[src/rtl/rc5_core.sv]
`default_nettype none
// ============================================================================
// Module   : rc5_core
// Brief    : RC5 block cipher core, one round step per clock, loadable key
//            table. Decrypt support is built in when RC5_CORE_DECRYPT_EN is defined.
// Revision : 1.0 - initial release
// ============================================================================
module rc5_core #(
  parameter int W   = 16,
  parameter int R   = 12,
  parameter int LGW = $clog2(W),
  parameter int NK  = 2*R+2
) (
  input  logic           clock,
  input  logic           reset,
  input  logic           start,
  input  logic           mode,
  input  logic [2*W-1:0] p,
  output logic [2*W-1:0] c,
  output logic           done,
  output logic           busy,
  input  logic           sk_we,
  input  logic [7:0]     sk_addr,
  input  logic [W-1:0]   sk_wdata
);

  localparam int KAW = $clog2(NK);

  localparam logic [0:0] ST_IDLE = 1'b0;
  localparam logic [0:0] ST_RUN  = 1'b1;

  logic [0:0]     state_q, state_d;
  logic [7:0]     k_q, k_d;
  logic [W-1:0]   a_q, a_d;
  logic [W-1:0]   b_q, b_d;
  logic [2*W-1:0] c_q, c_d;
  logic           done_q, done_d;
  logic [W-1:0]   sk_q [NK];
  logic [W-1:0]   sk_d [NK];

  logic           last_step;
  logic [W-1:0]   step_a, step_b;

  function automatic logic [W-1:0] rotl(input logic [W-1:0] x, input logic [LGW-1:0] s);
    return (x << s) | (x >> (W - int'(s)));
  endfunction

  function automatic logic [W-1:0] rotr(input logic [W-1:0] x, input logic [LGW-1:0] s);
    return (x >> s) | (x << (W - int'(s)));
  endfunction

  assign last_step = (k_q == 8'(R));

  // Encrypt step k uses S[2k], S[2k+1]; step 0 is the plain key addition.
  logic [KAW-1:0] enc_lo, enc_hi;
  logic [W-1:0]   enc_a, enc_b;

  assign enc_lo = KAW'({k_q, 1'b0});
  assign enc_hi = KAW'({k_q, 1'b1});

  always_comb begin
    enc_a = a_q + sk_q[enc_lo];
    enc_b = b_q + sk_q[enc_hi];
    if (k_q != 8'd0) begin
      enc_a = rotl(a_q ^ b_q, b_q[LGW-1:0]) + sk_q[enc_lo];
      enc_b = rotl(b_q ^ enc_a, enc_a[LGW-1:0]) + sk_q[enc_hi];
    end
  end

`ifdef RC5_CORE_DECRYPT_EN
  logic           mode_q, mode_d;
  logic [7:0]     dec_i;
  logic [KAW-1:0] dec_lo, dec_hi;
  logic [W-1:0]   dec_a, dec_b;

  // Decrypt walks the key table backwards: round index i = R - k.
  assign dec_i  = 8'(R) - k_q;
  assign dec_lo = KAW'({dec_i, 1'b0});
  assign dec_hi = KAW'({dec_i, 1'b1});

  always_comb begin
    dec_b = b_q - sk_q[dec_hi];
    dec_a = a_q - sk_q[dec_lo];
    if (!last_step) begin
      dec_b = rotr(b_q - sk_q[dec_hi], a_q[LGW-1:0]) ^ a_q;
      dec_a = rotr(a_q - sk_q[dec_lo], dec_b[LGW-1:0]) ^ dec_b;
    end
  end

  assign step_a = mode_q ? dec_a : enc_a;
  assign step_b = mode_q ? dec_b : enc_b;
`else
  logic w_unused_mode;
  assign w_unused_mode = mode;
  assign step_a        = enc_a;
  assign step_b        = enc_b;
`endif

  always_comb begin
    state_d = state_q;
    k_d     = k_q;
    a_d     = a_q;
    b_d     = b_q;
    c_d     = c_q;
    done_d  = 1'b0;
    sk_d    = sk_q;
`ifdef RC5_CORE_DECRYPT_EN
    mode_d  = mode_q;
`endif

    if (sk_we && !busy && ({2'b00, sk_addr} < 10'(NK))) begin
      sk_d[KAW'(sk_addr)] = sk_wdata;
    end

    case (state_q)
      ST_IDLE: begin
        if (start) begin
          state_d = ST_RUN;
          k_d     = 8'd0;
          a_d     = p[W-1:0];
          b_d     = p[2*W-1:W];
`ifdef RC5_CORE_DECRYPT_EN
          mode_d  = mode;
`endif
        end
      end
      default: begin
        a_d = step_a;
        b_d = step_b;
        if (last_step) begin
          state_d = ST_IDLE;
          k_d     = 8'd0;
          c_d     = {step_b, step_a};
          done_d  = 1'b1;
        end else begin
          k_d     = k_q + 8'd1;
        end
      end
    endcase
  end

  always_ff @(posedge clock or posedge reset) begin
    if (reset) begin
      state_q <= ST_IDLE;
      k_q     <= '0;
      a_q     <= '0;
      b_q     <= '0;
      c_q     <= '0;
      done_q  <= 1'b0;
`ifdef RC5_CORE_DECRYPT_EN
      mode_q  <= 1'b0;
`endif
      for (int n = 0; n < NK; n++) begin
        sk_q[n] <= '0;
      end
    end else begin
      state_q <= state_d;
      k_q     <= k_d;
      a_q     <= a_d;
      b_q     <= b_d;
      c_q     <= c_d;
      done_q  <= done_d;
`ifdef RC5_CORE_DECRYPT_EN
      mode_q  <= mode_d;
`endif
      sk_q    <= sk_d;
    end
  end

  assign c    = c_q;
  assign done = done_q;
  assign busy = (state_q == ST_RUN);

endmodule
`default_nettype wire

[config.mk]
export PLATFORM = sky130hd
export DESIGN_NAME = rc5_core
export DESIGN_NICKNAME = d
export VERILOG_FILES = /design/src/rtl/rc5_core.sv
export SDC_FILE = /design/constraint.sdc
export NUM_CORES = 1
export LEC_CHECK = 0
export BUFFER_PORTS_ARGS = -buffer_cell sky130_fd_sc_hd__buf_2
export CORE_UTILIZATION = 55
export DETAILED_ROUTE_END_ITERATION = 10
export PLACE_DENSITY = 0.79
export SYNTH_ARGS = -nofsm -noshare
export SYNTH_HDL_FRONTEND = slang
export SYNTH_SLANG_ARGS = --single-unit
[constraint.sdc]
create_clock -name clock -period 14.8 [get_ports clock]
set_input_delay 0.74 -clock clock [delete_from_list [all_inputs] [get_ports clock]]
set_output_delay 0.74 -clock clock [all_outputs]
set_load 0.03 [all_outputs]
==> metrics <==
Yosys top cell by area dfrtp_1; Clock Latency Late Sink around 0.62 ns; worst r2r src b_q[0]; die area 50900 um2; Final Hold Fails 0; hold slack ~0.20 ns; largest net degree at the start of global routing roughly 190; clk root buf clkbuf_16; number of CTS-inserted buffers 51; GP Congestion roughly 0.95; Setup CP Type flop to flop; Post-synth EDFFs 0; # diodes 0; port bufs just over 90; row count 81; Post-Route WL 76360 um; Setup crit start kind flop; DP HPWL a little over 50000 um; postcts setup bufs 0; RSZ-0062 raised after global routing no; routed len/inst ~25 um; Clock Tree Buf Depth 3; CTS tree built; first-pass GRT wire length ~120000 um; Main synth FF type dfrtp_1; H-tree levels 2; Reg area 12270 um2; fin crit period 9.541 ns; Worst EP required between 15 and 20 ns; Vias per Instance between 6 and 7; worst-path maximum fanout 37; most frequent cells in the layout dfrtp_1, mux2_2, nand2_1; crit end category flop; critical path's largest stage delay roughly 0.75 ns; CTS sink count 490; Rel. slew slack between 20% and 30%; Fmax 104.8 MHz; Arr. time, crit path slightly above 10 ns; yosys warns 0; class of the worst hold path input pin to async pin; Synth Net Count 2481; sequential area share after synthesis between 40% and 50%; flop2flop setup slack 5.26 ns; Area Overhead vs Synth 9.768%; initial DRC count 1799; Final setup viols 0; Core ar. between 40000 and 50000 um2; number of global-route vias before repair between 20000 and 25000; Slew Limit Fails 0; clock transition at the registers of the reported paths approximately 0.070 ns; Avg Cell Area, Syn 11.63 um2; hold buffers post-CTS 0; capturing point of the worst reg2reg path b_q[14]; fillers ~3800; Synth Register Bits 490; final net count around 2500; initial antenna violation count 1; Residual DRC 0; Synth cell types 83; setup TNS 0 ns; area of the multi-input gates roughly 14000 um2; Final Skew between 0.02 and 0.03 ns; async set or reset register ratio after synthesis 100.0%; drt pass-1 iters 5; IO Count 95; layout cell share with drive strength beyond 1 between 30% and 40%; synthesized instance count approximately 2400; Die Y 225.6 um; status finished clean; commonest non-fill, non-tap cell in the layout dfrtp_1; GR Overflow Total 0; slowest CP cell ha_1; Worst R2R Path Depth 34; Max Cap Violations 0; actual slew at the worst max-slew pin approximately 1.1 ns; Total Routing Usage GR roughly 31%; DRT antenna net count 0; Syn Std Cell Area 27500 um2; initial core utilization a little under three fifths; Synth top area share 44.58%; largest cells by area after synthesis dfrtp_1, mux2_2, mux4_2, nand2_1, ha_1; Chip Width ~230 um; Post-CTS Resized 0; crit share post-route between 60 and 70%; Via Count 19760
## per-layer routing
layer | share of wire [%] | up-vias | global-route usage [%]
met5 | 0.010 | - | 0
met4 | 2.9 | 2 | 9.480
met3 | 6.4 | 155 | 4.866
met2 | 50 | 738 | 51.09
met1 | 41 | 10144 | 41.52
li1 | - | 8721 | -
## cells by family after synthesis
| family | count (synthesis) | synth area share [%] |
|---|---|---|
| muxes | 563 | 27.36 |
| and+or+nand+nor | 513 | 8.512 |
| DFF | 490 | 44.58 |
| AOI/OAI and AO/OA | 446 | 10.74 |
| buffers and inverters | 219 | 3.053 |
| xor gates and xnor gates | 77 | 3.121 |
| adders and majority gates | 56 | 2.630 |
## per-stage QoR
step,util [%],cell area (um2),setup slack [ns],instances
floorplan,-,27500,0.3839,2364
global placement,57.88,28450,5.547,2978
detailed placement,57.88,28450,5.442,2978
CTS,61.42,30190,5.400,3074
global route,61.42,30190,4.685,3074
finish,61.42,30190,5.259,3074
## sequential cells by signal, summed over array words and instances (netlist names)
name,flops
sk_q,416
c,32
a_q,16
b_q,16
k_q,8
busy,1
done,1
## critical path: cells and delay by family (launching register included)
family / cells / cell delay [ns]
AOI/OAI and AO/OA: 14 / 2.89
adders and majority gates: 5 / 2.15
muxes: 5 / 1.76
buffers and inverters: 4 / 1.13
and+or+nand+nor: 4 / 0.64
xor gates and xnor gates: 2 / 0.53
DFF: 1 / 0.32
## synthesized netlist by cell type, types with 36 or more instances
cell and instances:
dfrtp_1 490, mux2_2 425, nand2_1 221, clkbuf_1 155
nor2_1 121, mux4_2 106, a21oi_1 102, o21ai_0 95
ha_1 53, a31oi_1 49, a211oi_1 41, xnor2_1 38
nor2b_1 36
## worst max path at each step
| stage | from | endpoint | slack (ns) | depth (start not counted) |
|---|---|---|---|---|
| 3_5_place_dp | b_q[0] | b_q[14] | 5.44 | 34 |
| 3_3_place_gp | b_q[0] | b_q[14] | 5.55 | 34 |
| 4_1_cts | b_q[0] | b_q[14] | 5.40 | 34 |
| 6_report | b_q[0] | b_q[14] | 5.26 | 34 |
| 5_1_grt | b_q[0] | b_q[14] | 4.69 | 33 |
| 2_1_floorplan | reset | a_q[0] | 0.38 | 1 |
## area by class of cell
class / instances / area share (%)
clock inverter: 26 / 0.8869
sequential: 490 / 40.65
inverter: 33 / 0.4352
clock buffer: 70 / 4.866
timing repair buffer: 136 / 2.653
multi-input combinational: 1655 / 47.76
tap: 664 / 2.752
Power is not shown: default switching activity piles up to over one toggle a cycle in this logic, so the estimate is an artifact.
